==> src/rtl/mpu_control_fsm.sv <==
// Multicycle fetch/decode/execute controller for the 8-bit MPU.
// Moore outputs decoded from the registered state and the current IR.
module mpu_control_fsm (
  input  logic       clk,
  input  logic       reset,
  input  logic [7:0] IR,
  input  logic       Aeq0,
  input  logic       Apos,
  input  logic       enter,
  output logic       IRload,
  output logic       MRload,
  output logic [1:0] JMPmux,
  output logic       PCload,
  output logic       MemInst,
  output logic       MemWr,
  output logic [1:0] Asel,
  output logic       Aload,
  output logic       RFwr,
  output logic [2:0] ALUsel,
  output logic [1:0] Shiftsel,
  output logic       outen,
  output logic       waiting,
  output logic       halted
);

  typedef enum logic [2:0] {
    S_FETCH,
    S_DECODE,
    S_ADDR,
    S_IMM,
    S_INWAIT,
    S_EXEC,
    S_HALT
  } state_t;

  state_t state_q;
  state_t state_d;

  logic [3:0] op;
  logic       is_ldm;
  logic       is_stm;
  logic       is_mem;
  logic       is_jmp;
  logic       is_jz;
  logic       is_jp;
  logic       is_ldi;
  logic       is_in;
  logic       is_halt;
  logic       taken;

  assign op      = IR[7:4];
  assign is_ldm  = (op == 4'b0010);
  assign is_stm  = (op == 4'b0011);
  assign is_mem  = is_ldm | is_stm;
  assign is_jmp  = (op == 4'b1010);
  assign is_jz   = (op == 4'b1011);
  assign is_jp   = (op == 4'b1100);
  assign is_ldi  = (op == 4'b0100);
  assign is_in   = (op == 4'b1110);
  assign is_halt = (IR == 8'hF1);

  // Conditions read A as left by the previous instruction.
  assign taken = is_jmp
               | (is_jz & Aeq0)
               | (is_jp & Apos);

  always_ff @(posedge clk or negedge reset) begin
    if (!reset) begin
      state_q <= S_FETCH;
    end else begin
      state_q <= state_d;
    end
  end

  always_comb begin
    state_d = state_q;
    unique case (state_q)
      S_FETCH:  state_d = S_DECODE;
      S_DECODE: begin
        unique case (1'b1)
          is_mem,
          is_jmp,
          is_jz,
          is_jp:   state_d = S_ADDR;
          is_ldi:  state_d = S_IMM;
          is_in:   state_d = S_INWAIT;
          is_halt: state_d = S_HALT;
          default: state_d = S_EXEC;
        endcase
      end
      S_ADDR: begin
        state_d = is_mem ? S_EXEC : S_FETCH;
      end
      S_IMM:    state_d = S_FETCH;
      S_INWAIT: begin
        state_d = enter ? S_FETCH : S_INWAIT;
      end
      S_EXEC:   state_d = S_FETCH;
      S_HALT:   state_d = S_HALT;
      default:  state_d = S_FETCH;
    endcase
  end

  always_comb begin
    IRload   = 1'b0;
    MRload   = 1'b0;
    JMPmux   = 2'b00;
    PCload   = 1'b0;
    MemInst  = 1'b0;
    MemWr    = 1'b0;
    Asel     = 2'b00;
    Aload    = 1'b0;
    RFwr     = 1'b0;
    ALUsel   = 3'b000;
    Shiftsel = 2'b00;
    outen    = 1'b0;
    waiting  = 1'b0;
    halted   = 1'b0;
    // Gate with reset so nothing is strobed while reset is held.
    if (reset) begin
      unique case (state_q)
        S_FETCH: begin
          IRload = 1'b1;
          PCload = 1'b1;
        end
        S_DECODE: begin
        end
        S_ADDR: begin
          MRload = is_mem;
          PCload = 1'b1;
          JMPmux = taken ? 2'b01 : 2'b00;
        end
        S_IMM: begin
          Asel   = 2'b11;
          Aload  = 1'b1;
          PCload = 1'b1;
        end
        S_INWAIT: begin
          waiting = 1'b1;
          if (enter) begin
            Asel  = 2'b10;
            Aload = 1'b1;
          end
        end
        S_HALT: begin
          halted = 1'b1;
        end
        S_EXEC: begin
          unique case (op)
            4'b0000: begin
              Asel  = 2'b01;
              Aload = 1'b1;
            end
            4'b0001: RFwr = 1'b1;
            4'b0010: begin
              MemInst = 1'b1;
              Asel    = 2'b11;
              Aload   = 1'b1;
            end
            4'b0011: begin
              MemInst = 1'b1;
              MemWr   = 1'b1;
            end
            4'b0101: begin
              ALUsel = 3'b100;
              Aload  = 1'b1;
            end
            4'b0110: begin
              ALUsel = 3'b101;
              Aload  = 1'b1;
            end
            4'b0111: begin
              ALUsel = 3'b001;
              Aload  = 1'b1;
            end
            4'b1000: begin
              ALUsel = 3'b010;
              Aload  = 1'b1;
            end
            4'b1001: begin
              ALUsel = IR[3] ? 3'b111 : 3'b110;
              Aload  = 1'b1;
            end
            4'b1101: begin
              PCload = 1'b1;
              JMPmux = IR[3] ? 2'b10 : 2'b11;
            end
            4'b1111: begin
              unique case (IR[3:0])
                4'b0000: outen = 1'b1;
                4'b0010: begin
                  ALUsel = 3'b011;
                  Aload  = 1'b1;
                end
                4'b0011: begin
                  Shiftsel = 2'b01;
                  Aload    = 1'b1;
                end
                4'b0100: begin
                  Shiftsel = 2'b10;
                  Aload    = 1'b1;
                end
                4'b0101: begin
                  Shiftsel = 2'b11;
                  Aload    = 1'b1;
                end
                default: begin
                end
              endcase
            end
            default: begin
            end
          endcase
        end
        default: begin
        end
      endcase
    end
  end

endmodule

==> config.mk <==
export PLATFORM = sky130hd
export DESIGN_NAME = mpu_control_fsm
export DESIGN_NICKNAME = d
export VERILOG_FILES = /design/src/rtl/mpu_control_fsm.sv
export SDC_FILE = /design/constraint.sdc
export NUM_CORES = 1
export LEC_CHECK = 0
export CORE_UTILIZATION = 37
export DETAILED_ROUTE_END_ITERATION = 10
export PLACE_DENSITY = 0.79
export SYNTH_ARGS = -nofsm -noshare
export SYNTH_HDL_FRONTEND = slang
export SYNTH_SLANG_ARGS = --single-unit
==> constraint.sdc <==
create_clock -name clk -period 2.8 [get_ports clk]
set_input_delay 0.84 -clock clk [delete_from_list [all_inputs] [get_ports clk]]
set_output_delay 0.84 -clock clk [all_outputs]
set_load 0.01 [all_outputs]
[Yosys cells after proc, flatten, opt, wreduce, memory -nomap -nowiden]
Index checks and enable logic that the tools add are counted.
Cells by class
  add/subtract/negate cells: 0
  $mul: 0
  div/mod/pow operators: 0
  $lt $le $gt $ge: 0
  equality and inequality tests: 26
  shifts and indexed selects: 0
  mux-type cells: 51
  bitwise logic cells: 5
  reduce and logical (&&, ||, !) cells: 8
Operators by type and width (count)
  $eq 4x4->1 const B: 8
  $mux 1: 29
  $eq 4x3->1 const B: 6
  $pmux 3 s6: 1
  $eq 4x2->1 const B: 4
  $mux 2: 8
  $pmux 3 s5: 1
  $mux 3: 4
  $pmux 2 s3: 2
  $pmux 3 s4: 1
  $eq 3x3->1 const B: 3
  $eq 8x8->1 const B: 1
  $logic_not 4->1: 2
  $pmux 2 s2: 2
  $reduce_or 4->1: 2
  $reduce_or 7->1: 1
  $eq 3x2->1 const B: 2
  $eq 4x1->1 const B: 1
  $pmux 1 s2: 2
  $eq 3x1->1 const B: 1
  $logic_not 3->1: 1
  $or 1x1->1: 3
  $pmux 1 s3: 1
  $reduce_or 3->1: 1
  other kinds (2): 3
Storage, ports and cells
  bits in registers: 3
  latch bits: 0
  RAM bits: 0
  bits in read-only memories: 0
  input bits: 13
  output and inout port bits: 19
  memories kept: 0

[Longest topological paths before layout]
  word-level depth: 7
  mapped depth: 5
  gate-level depth less buffers: 4

[Least setup slack after synthesis]
Ideal clock, no wire load.
  kind: input to output
  from: in IR[6]
  to: out ALUsel[0]
  data arrival time: 1.904 ns
  path slack: 0.056 ns
  stages on the path: 4
  path buffers: 1
  path through: buf_2 -> nand4b_2 -> or4b_1 -> a31oi_1
On the way
  cells in the longest elaborated chain, start to end: 4
Ends and longest elaborated chain
  start: declaration: line 6  | input logic [7:0] IR,
  $eq 4x4->1 or $eq 4x3->1 (tied branches): line 149  | unique case (op)
  $pmux 3 s6 (*): line 149
  $mux 3 (*): line 121  | unique case (state_q)
  $mux 3 (*): line 120  | if (reset) begin
  end: declaration: line 19  | output logic [2:0] ALUsel,
Every way passes the cells marked *; elsewhere a longest branch is shown, timed or not.

[Worst setup path after layout]
  from: in IR[0]
  to: out ALUsel[0]
On the way
  cells in the longest elaborated chain, start to end: 5
Ends and longest elaborated chain
  $eq 4x2->1: line 189  | unique case (IR[3:0])
  $mux 2: line 189
  $pmux 3 s6: line 149
  $mux 3: line 121
  $mux 3: line 120
Every way passes these cells.

==> results.toml <==
[sta]
period_share_pct = 99.98
maxSlewViolCount = 0
period_minus_slack_ps = 2799
finalHoldViolCount = 0
fin_hold_ws_ps = 631.1
fmax_mhz = 357.2
slew_headroom_pct = 76.86
clock_skew_ps = 3.854
tightest_slew_ps = 346.4
rsz0062_at_grt = "true"
finalSetupViolCount = 0

[synth]
syn-num-nets = 103
synth_edf_count = 0
netlist_area_um2 = 598.1
yosys.cell_types.count = 38
yosys.area.top_type_share_pct = 12.55
yosysWarningCount = 0
yosys.area.top_type = "dfrtp_1"
yosys-top-cells-area = "dfrtp_1 (13%), nor2_1 (8.2%), nand2_1 (6.3%)"
synth.avg_cell_area_um2 = 6.645
synth-main-ff-cell = "dfrtp_1"
synth-seq-area-share_pct = 12.55
postSynthCellCount = 90
synth-seq-cells = 3
synthArstFlopShare_pct = 100.0

[place]
gp_congestion = 0.8421
portBuffers = 31
dpl.hpwl_mm = 1.780
placed_cells = 160

[detailed_routing]
wl_per_cell_um = 18.65
drc_errors = 0
drt_wl_total_mm = 3.245
viasPerCell = 6.080
drtPass1Iterations = 4
ant_nets = 0
vias = 1058
drtIter0Drc = 75

[global_route]
grt_pass1_vias = 1026
grt_pass1_wl_mm = 4.733
antenna_found_initial = 0
grt_usage_pct = 34.90
grt_overflow = 0
grt_max_degree = 14

[clocking]
cts_sinks = 3
clock_latency_ps = 240
cts-root-buf = "clkbuf_4"
htree_levels = 1
cts_tree = "yes"
numCtsBuffers = 3
ctsLongestPathBuffers = 2
clk_transition_reported_paths_ps = 40
hold_buffers = 0

[setup_path]
crit_chain = "dlygate4sd2_1 > or4b_4 > a31oi_1 > buf_2"
worstPathRequired_ps = 1960
worstSetupEndpointType = "output pin"
cp-start-kind = "input port"
cp_data_arrival_time_ps = 1960
crit_path_max_incr_delay_ps = 560
critPathMaxFanout = 2
path_class = "input port to output pin"
ff2ff_path_depth = 5
cp_slowest_cell = "or4b_4"

[power]
power.density_nw_per_um2 = 454.0
pwr-share-clk_pct = 13.3
p_sw_share_pct = 47.02
p_sw_uw = 274.3
p_leak_nw = 0.6394
combinationalPowerShare_pct = 71.5
ir_drop_v = 0.0003977
p_seq_share_pct = 15.2
p_int_uw = 309.1

[run_status]
outcome = "finished clean"

[final_layout]
nNetsFinal = 172
drive_above_1_share_pct = 55.06
reg_top3 = "state_q (3)"
fin_cells = 174
top_register = "state_q"
fillers = 94
area_growth_pct = 114.9
antennaDiodeCount = 0
largest_reg_flops = 3

[die]
die_h_um = 42.21
die-area_um2 = 1781
dieWidth_um = 42.21
rows = 14
core_um2 = 1506
floorplan.initialDensity_pct = 39.70
ios = 32

[flow_run]
drv_cap = 0

[min_path]
hold_path.class = "input port to asynchronous set/reset pin"
worst max-delay path, delay by kind of cell:
| kind | cells | cell delay, ps |
|---|---|---|
| compound gates | 1 | 140 |
| simple gates | 1 | 560 |
| buf+inv | 2 | 410 |
timing repair:
action	in CTS	in global routing
gates cloned	0	0
setup buffers	3	7
resized for setup	91	28
setup endpoints to repair	19	14
pin swaps	11	8
layout by cell type (no fill, tap or decap), drive strengths merged, types with 3 or more instances in the layout:
master,n
o22ai,4
clkbuf,11
nor2b,4
inv,3
or2,3
dfrtp,3
nor3,3
clkdlybuf4s50,3
clkdlybuf4s15,4
dlygate4sd2,5
nor2,13
buf,49
nand2b,4
o21a,3
and3,4
nand3b,3
nand2,10
cells in the mapped netlist (all sizes together) (2+ instances only):
cell	n
and3b	2
o22ai	4
or2	3
dfrtp	3
nand2b	4
a21oi	2
nand3b	3
nand2	10
buf	3
o21a	3
nor2b	4
and3	4
clkbuf	2
nor2	13
or4b	2
nor3	3
o21ai	2
a22oi	2
a31oi	2
inv	3
a31o	2
cell type report:
cell class	instances	area (um^2)	share of cell area, %
Multi-Input combinational cell	79	603.1	46.93
Timing Repair Buffer	69	549.3	42.75
Sequential cell	3	75.07	5.842
Clock buffer	4	26.28	2.045
Tap cell	16	20.02	1.558
Inverter	3	11.26	0.8763
power groups by stage:
stage | combinational, mW | sequential (mW) | clock, mW
2_1_floorplan | 0.183 | 0.0785 | 0
3_3_place_gp | 0.327 | 0.0812 | 0
3_5_place_dp | 0.337 | 0.0833 | 0
4_1_cts | 0.362 | 0.0849 | 0.0768
5_1_grt | 0.437 | 0.0903 | 0.0826
6_report | 0.417 | 0.0886 | 0.0779
final timing paths:
kind / slack [ps] / endpoint / start
worst max register to register: 1460 / state_q[2] / state_q[1]
worst min-delay path: 630 / state_q[1] / reset
worst max-delay path: 0.6 / ALUsel[0] / IR[0]
min in group clk: 690 / state_q[0] / state_q[2]
worst min register to register: 690 / state_q[0] / state_q[2]
max in group asynchronous: 2080 / state_q[2] / reset
per-layer routing:
metal / global-route usage (%) / vias to the layer above / part of all wire (%)
met4: 17.50 / 0 / 4.6
met2: 59.69 / 88 / 50
met5: 0 / - / 0
li1: - / 464 / -
met1: 42.22 / 487 / 36
met3: 4.741 / 19 / 10
per-stage QoR:
stage | utilization [%] | setup slack [ps] | total power [mW] | area, um^2 | TNS, ps
2_1_floorplan | - | 56.45 | 0.2616 | 598.1 | 0
3_3_place_gp | 74.09 | -814.1 | 0.4087 | 1116 | -11700
3_5_place_dp | 74.09 | -846.8 | 0.4204 | 1116 | -12480
4_1_cts | 80.90 | 3.443 | 0.5241 | 1219 | 0
5_1_grt | 85.30 | -7.890 | 0.6099 | 1285 | -7.890
6_report | 85.30 | 0.5935 | 0.5834 | 1285 | 0
cells by family (layout without fill, tap and decap cells):
| family | count (synthesis) | in the layout | synth area share (%) |
|---|---|---|---|
| simple gates | 56 | 56 | 54.60 |
| compound gates | 21 | 21 | 24.27 |
| buf+inv | 8 | 76 | 5.648 |
| flops | 3 | 3 | 12.55 |
| xor+xnor | 2 | 2 | 2.929 |
Note: power is estimated with default switching activity, not from simulation.
